<file path="src/rtl/wb_regfile.sv">
// EX/WB pipeline register feeding a 2**AW x DW register file with two
// combinational read ports that bypass both the EX result and the EX/WB stage.
module wb_regfile #(
    parameter int DW = 32,
    parameter int AW = 5
) (
    input  logic          clk,
    input  logic          rst,
    input  logic          stall,
    input  logic          flush,
    input  logic [AW-1:0] ex_wd_i,
    input  logic [DW-1:0] ex_wdata_i,
    input  logic          ex_wreg_i,
    input  logic          re1_i,
    input  logic [AW-1:0] raddr1_i,
    output logic [DW-1:0] rdata1_o,
    input  logic          re2_i,
    input  logic [AW-1:0] raddr2_i,
    output logic [DW-1:0] rdata2_o,
    output logic [AW-1:0] wb_wd_o,
    output logic [DW-1:0] wb_wdata_o,
    output logic          wb_wreg_o
);

    localparam int NREGS = 2 ** AW;

    logic [AW-1:0] wb_wd_q,    wb_wd_d;
    logic [DW-1:0] wb_wdata_q, wb_wdata_d;
    logic          wb_wreg_q,  wb_wreg_d;

    logic [DW-1:0] regs_q [NREGS];

    logic          re_v    [2];
    logic [AW-1:0] raddr_v [2];
    logic [DW-1:0] rdata_v [2];

    // Flush inserts a bubble and takes priority over stall.
    always_comb begin
        wb_wd_d    = wb_wd_q;
        wb_wdata_d = wb_wdata_q;
        wb_wreg_d  = wb_wreg_q;
        if (flush) begin
            wb_wd_d    = '0;
            wb_wdata_d = '0;
            wb_wreg_d  = 1'b0;
        end else if (!stall) begin
            wb_wd_d    = ex_wd_i;
            wb_wdata_d = ex_wdata_i;
            wb_wreg_d  = ex_wreg_i;
        end
    end

    always_ff @(posedge clk) begin
        if (rst) begin
            wb_wd_q    <= '0;
            wb_wdata_q <= '0;
            wb_wreg_q  <= 1'b0;
        end else begin
            wb_wd_q    <= wb_wd_d;
            wb_wdata_q <= wb_wdata_d;
            wb_wreg_q  <= wb_wreg_d;
        end
    end

    // Entry 0 is never written so it always reads back as zero.
    always_ff @(posedge clk) begin
        if (rst) begin
            for (int i = 0; i < NREGS; i++) begin
                regs_q[i] <= '0;
            end
        end else if (wb_wreg_q && (wb_wd_q != '0)) begin
            regs_q[wb_wd_q] <= wb_wdata_q;
        end
    end

    assign re_v[0]    = re1_i;
    assign re_v[1]    = re2_i;
    assign raddr_v[0] = raddr1_i;
    assign raddr_v[1] = raddr2_i;

    // The EX result is younger than the EX/WB entry, so it is checked first.
    always_comb begin
        for (int p = 0; p < 2; p++) begin
            rdata_v[p] = '0;
            if (rst || !re_v[p] || (raddr_v[p] == '0)) begin
                rdata_v[p] = '0;
            end else if (ex_wreg_i && !flush && (ex_wd_i == raddr_v[p])) begin
                rdata_v[p] = ex_wdata_i;
            end else if (wb_wreg_q && (wb_wd_q == raddr_v[p])) begin
                rdata_v[p] = wb_wdata_q;
            end else begin
                rdata_v[p] = regs_q[raddr_v[p]];
            end
        end
    end

    assign rdata1_o   = rdata_v[0];
    assign rdata2_o   = rdata_v[1];
    assign wb_wd_o    = wb_wd_q;
    assign wb_wdata_o = wb_wdata_q;
    assign wb_wreg_o  = wb_wreg_q;

endmodule

</file>
<file path="config.mk">
export PLATFORM = sky130hd
export DESIGN_NAME = wb_regfile
export DESIGN_NICKNAME = d
export VERILOG_FILES = /design/src/rtl/wb_regfile.sv
export SDC_FILE = /design/constraint.sdc
export NUM_CORES = 2
export LEC_CHECK = 0
export BUFFER_PORTS_ARGS = -buffer_cell sky130_fd_sc_hd__buf_4
export CAP_MARGIN = 10
export CORE_AREA = 2 2 409 411
export DETAILED_ROUTE_END_ITERATION = 12
export DIE_AREA = 0 0 411 413
export HOLD_SLACK_MARGIN = 0.1
export PLACE_DENSITY_LB_ADDON = 0.12
export SETUP_SLACK_MARGIN = 0.05
export SLEW_MARGIN = 10
export SYNTH_ARGS = -nofsm -noshare
export SYNTH_HDL_FRONTEND = slang
export SYNTH_SLANG_ARGS = --single-unit
</file>
<file path="constraint.sdc">
create_clock -name clk -period 2.5 [get_ports clk]
set_input_delay 0.25 -clock clk [delete_from_list [all_inputs] [get_ports clk]]
set_output_delay 0.25 -clock clk [all_outputs]
set_load 0.02 [all_outputs]
</file>
* Word level (Yosys, flattened, before mapping)
Memories as Yosys holds them, arrays and structs flattened.
Index checks and enable logic that the tools add are counted.
Widths: inputs -> output; s select.
** Operators by class
- Add/sub/neg operators :: 0
- $mul :: 0
- Divide/modulo/power cells :: 0
- Order comparisons :: 0
- Equal/unequal tests :: 4
- Shift operators :: 0
- Multiplexer cells :: 14
- Bitwise logic cells :: 0
- Reduce and logical (&&, ||, !) cells :: 18
** Operator list (count)
- $mux 32 :: 7
- $reduce_or 32->1 :: 1
- $eq 5x5->1 :: 4
- $logic_not 5->1 :: 2
- $logic_and 1x1->1 :: 6
- $mux 1 :: 6
- $mux 5 :: 1
- $reduce_bool 5->1 :: 1
- $logic_or 1x1->1 :: 4
- $logic_not 1->1 :: 3
- $reduce_or 2->1 :: 1
** Word-level totals
- Bits in registers :: 38
- Latch bits :: 0
- RAM bits :: 1024
- ROM bits :: 0
- Bits of input ports :: 54
- Output and inout port bits :: 102
- Memories :: 1
** Memory list
- regs_q :: words 32, bits a word 32, read ports 2, clocked after Yosys merged registers in 0, wr ports 32, line 31 : logic [DW-1:0] regs_q [NREGS];

* Logic depth before layout (Yosys ltp)
- Depth in word-level cells :: 7
- Mapped depth :: 10
- Mapped depth without buffers :: 5

* Least setup slack after synthesis
OpenSTA, ideal clock, no wires.
- Path type :: input port to output port
- Start point :: input raddr2_i[2]
- End point :: output rdata2_o[11]
- Data arrival time :: 2.073 ns
- Required time :: 2.250 ns
- Setup slack :: 0.177 ns
- Cell stages on the path :: 8
- Path buffers :: 4
- Cells stage by stage :: buf_2 -> buf_2 -> buf_2 -> clkbuf_1 -> mux4_2 -> a22oi_1 -> o21ai_1 -> a221o_1
** Between the ends
- Longest elaborated chain between the ends :: 5
- Elaborated cells on any way between the ends :: 10
** Ends and longest elaborated chain
- start: declaration :: line 18 : input logic [AW-1:0] raddr2_i,
- branches (longest 4 deep; another with $mem_v2 32x32)
- $mux 32 * :: line 85 : if (rst || !re_v[p] || (raddr_v[p] == '0)) begin
- end: declaration :: line 19 : output logic [DW-1:0] rdata2_o,
Mark *: on every way between the ends.

* Worst setup path after layout
- Start point :: register wb_wd_q[1] (netlist: wb_wd_o[1])
- End point :: output rdata2_o[5]
** Between the ends
- Longest elaborated chain between the ends :: 5
** Ends and longest elaborated chain
- start: declaration :: line 27 : logic [AW-1:0] wb_wd_q, wb_wd_d;
- start signal: assignment :: line 59 : wb_wd_q <= wb_wd_d;
- $eq 5x5->1 :: line 89 : end else if (wb_wreg_q && (wb_wd_q == raddr_v[p])) begin
- $logic_and 1x1->1 :: line 89
- $mux 32 :: line 89
- $mux 32 :: line 87 : end else if (ex_wreg_i && !flush && (ex_wd_i == raddr_v[p])) begin
- $mux 32 :: line 85
Every way passes these cells.

==> metrics.md <==
| Metric | Value |
|---|---|
| Seq/Total Area, Yosys | `54.9%` |
| Clock Skew | `roughly 0.028 ns` |
| Worst Path Class, Setup | `reg -> out` |
| Clk sink count | `about 1100` |
| DP HPWL | `145 mm` |
| Proportion of synthesized area in mux cells | `a little under a quarter` |
| Avg Inst Size Synth | `between 10 and 15 µm²` |
| Core Area | `about 170000 µm²` |
| Cell repeated most along the worst path | `buf_12` |
| Adder-Cell Fraction of Synth Area | `0%` |
| Row count | `150` |
| Crit path to | `rdata2_o[5]` |
| DRC Markers | `0` |
| Worst reg2reg path startpoint | `wb_wd_o[4]$_SDFFE_PP0N_` |
| GP Congestion | `between 0.9 and 1` |
| Placement Cell Area | `about 66000 µm²` |
| VDD IR max | `around 0.56 mV` |
| GR Overflow Total | `0` |
| Synthesized area | `57400 µm²` |
| Global Route Usage Sum | `roughly 25%` |
| Layout cell share with drive strength beyond 1 | `between 30% and 40%` |
| Vias | `approximately 38000` |
| Shortest period the worst path allows | `around 3.2 ns` |
| Avg WL per Cell | `31.6 µm` |
| # setup viols final | `64` |
| Worst skew pair latency | `0.75 ns` |
| WP data arrival | `2.92 ns` |
| Vias in the first global route | `just under 40000` |
| Top post-synthesis cells by area | `edfxtp_1 (54%), mux4_2 (19%), and2_1 (11%)` |
| Initial DRT Pass Iterations | `5` |
| EDFF count, synth | `about 1000` |
| Clock-pin slew on the worst setup and hold paths | `~0.060 ns` |
| Clock H-tree levels | `3` |
| Max-Cap Viols | `0` |
| Static leakage | `roughly 0.027 µW` |
| Initial antenna violation count | `9` |
| Relative slew slack | `22.9%` |
| Die W | `about 410 µm` |
| Pwr Density | `roughly 630 nW/µm²` |
| Status | `finished, violations left` |
| Post-Layout Cell Count | `approximately 6700` |
| I/O pins | `between 150 and 200` |
| Simple logic cell fraction of the synthesized area | `13.0%` |
| CTS tree | `built` |
| CP max FO | `15` |
| Yosys top cell by area | `edfxtp_1` |
| Max Fclk | `0.315 GHz` |
| Worst reg-to-reg path cell count | `8` |
| Initial DRC count | `around 4400` |
| Synth Area in XOR/XNOR | `less than 1%` |
| Fin. max-slew vios | `0` |
| Post-Layout Inst Area | `between 70000 and 80000 µm²` |
| Max Root-Sink Buffers | `3` |
| Violated checks | `negative setup slack` |
| Initial Util | `between 30% and 40%` |
| Final worst-path cycle share | `127%` |
| Total Routed Length | `roughly 210 mm` |
| PnR worst setup slack | `-0.670 ns` |
| Post-synth top area share | `~54%` |
| Total CTS buffers | `~120` |
| Startpoint Class | `flip-flop` |
| Main combinational cell family by area after synthesis | `multiplexers` |
| Antenna viol nets, final | `0` |
| Pin count of the biggest net entering global routing | `41` |
| Min-Delay Path Class | `in -> reg` |
| RSZ-0062 raised after global routing | `true` |
| Global-route wire length before repair | `301 mm` |
| Endpoint class of the critical path | `output port` |
| Primary FF master, synth | `edfxtp_1` |
| Root Buffer | `clkbuf_16` |
| R2R setup slack | `0.11 ns` |
| Vias per cell | `5.65` |
| Most frequent cells in the layout | `edfxtp_1 (1024), and2_1 (994), buf_4 (515)` |
| PortBufs | `155` |
| Synth unique cells | `52` |
| Cell count after placement | `6425` |
| Synth Warn # | `0` |
| Commonest non-fill, non-tap cell in the layout | `edfxtp_1` |
| Critical path, cell by cell | `xor2_2 -> nor4_4 -> and2_4 -> nor4b_4 -> buf_12 -> buf_12 -> a221o_2 -> buf_6` |
| Compound-cell area share of the yosys netlist | `approximately 5%` |
| Nets | `around 4500` |
| Seq cells post-synth | `roughly 1100` |
| R2R Path End | `regs_q[20][17]$_SDFFCE_PN0P_` |
| Origin of the worst setup path | `wb_wd_o[1]$_SDFFE_PP0N_` |
| CP required | `between 2 and 2.5 ns` |
| Die height | `413 µm` |
| Crit-path max cell delay | `0.46 ns` |
| Syn Inst Count | `~3900` |
| Final hold violation count | `0` |
| Worst slew pin tran | `1.16 ns` |
| Area grow syn2layout | `25.4%` |
| CP max-delay cell | `a221o_2` |
| Die area | `roughly 170000 µm²` |
| Post-synth ARST share | `0%` |
## Yosys cell counts (12+ instances only)
cell type,number
a21oi_1,63
a221o_1,31
a22oi_1,93
and2_1,996
buf_1,22
buf_2,68
buf_4,18
buf_6,18
clkbuf_1,310
dfxtp_1,38
edfxtp_1,1024
mux2_2,32
mux2i_1,229
mux4_2,477
nand2_1,36
nand3_1,35
nand4_1,34
nor2_1,75
o2111ai_1,32
o21ai_1,61
o221a_1,17
o221a_2,15
o22ai_1,32
o311a_1,31
or2_2,32
xnor2_1,12
## logic make-up (layout without fill, tap and decap cells)
logic type,after synthesis,after routing
and+or+nand+nor,1237,1237
AOI/OAI and AO/OA,381,381
buffers and inverters,438,1044
other,1,37
DFF,1062,1062
xor gates and xnor gates,20,20
muxes,742,742
## worst max-delay path: cells and delay by family (launching register included)
family | cells | cell delay (ns)
simple gates | 3 | 0.66
buf+inv | 3 | 0.48
xor+xnor | 1 | 0.19
flops | 1 | 0.35
compound gates | 1 | 0.46
## routing by layer
layer | global-route usage, % | wire [µm] | share of wire [%]
met5 | 0 | 13 | 0.0061
met3 | 4.06 | 14000 | 6.6
met4 | 6.70 | 6080 | 2.9
met1 | 35.8 | 94800 | 45
met2 | 39.2 | 98000 | 46
## worst min-delay path by stage
stage,startpoint,to,depth (start not counted)
global route,stall,wb_wdata_o[3]$_SDFFE_PP0N_,4
detailed placement,ex_wreg_i,wb_wreg_o$_SDFFE_PP0N_,3
CTS,stall,wb_wdata_o[4]$_SDFFE_PP0N_,4
finish,stall,wb_wdata_o[4]$_SDFFE_PP0N_,4
global placement,ex_wreg_i,wb_wreg_o$_SDFFE_PP0N_,3
floorplan,ex_wd_i[0],wb_wd_o[0]$_SDFFE_PP0N_,2
## registers in the layout (all words and copies together), names as in the netlist
signal      flops
regs_q       1024
wb_wd_o         5
wb_wdata_o     32
wb_wreg_o       1
## layout make-up
cell class,instances,area [µm²]
clock buffers,151,3310
well taps,2204,2760
fillers,14900,93900
multi-input cells,2412,24900
diodes,5,12.5
flip-flops and latches,1062,31500
repair buffers,811,8590
clock inverters,81,977
inverters,1,3.75
## per-stage QoR
| stage | hold slack (ns) | setup WS (ns) | utilization, % | total power [µW] | TNS (ns) |
|---|---|---|---|---|---|
| after floorplan | 0.394 | 0.177 | - | 23400 | 0 |
| after detailed placement | 0.509 | -0.554 | 39.9 | 26200 | -15.90 |
| final | 0.224 | -0.670 | 43.4 | 45400 | -38.07 |
| after global placement | 0.510 | -0.535 | 39.9 | 26200 | -15.82 |
| after global routing | 0.218 | -0.789 | 43.4 | 46700 | -44.70 |
| after CTS | 0.154 | -0.690 | 43.4 | 45800 | -40.22 |
## report_power, final
part	switching, µW	internal (µW)	total [µW]
combinational	3080	2650	5730
clock	7810	11500	19400
sequential	316	20000	20400
## timing repair
action                     CTS  global route
hold buffers                54             0
setup buffers                8             1
pin swaps                   34            25
setup endpoints to repair   64            64
gates resized for setup    134            22
gates cloned                 3             2
hold endpoints to repair    47             0
No activity file was read; power rests on OpenSTA's default activity.
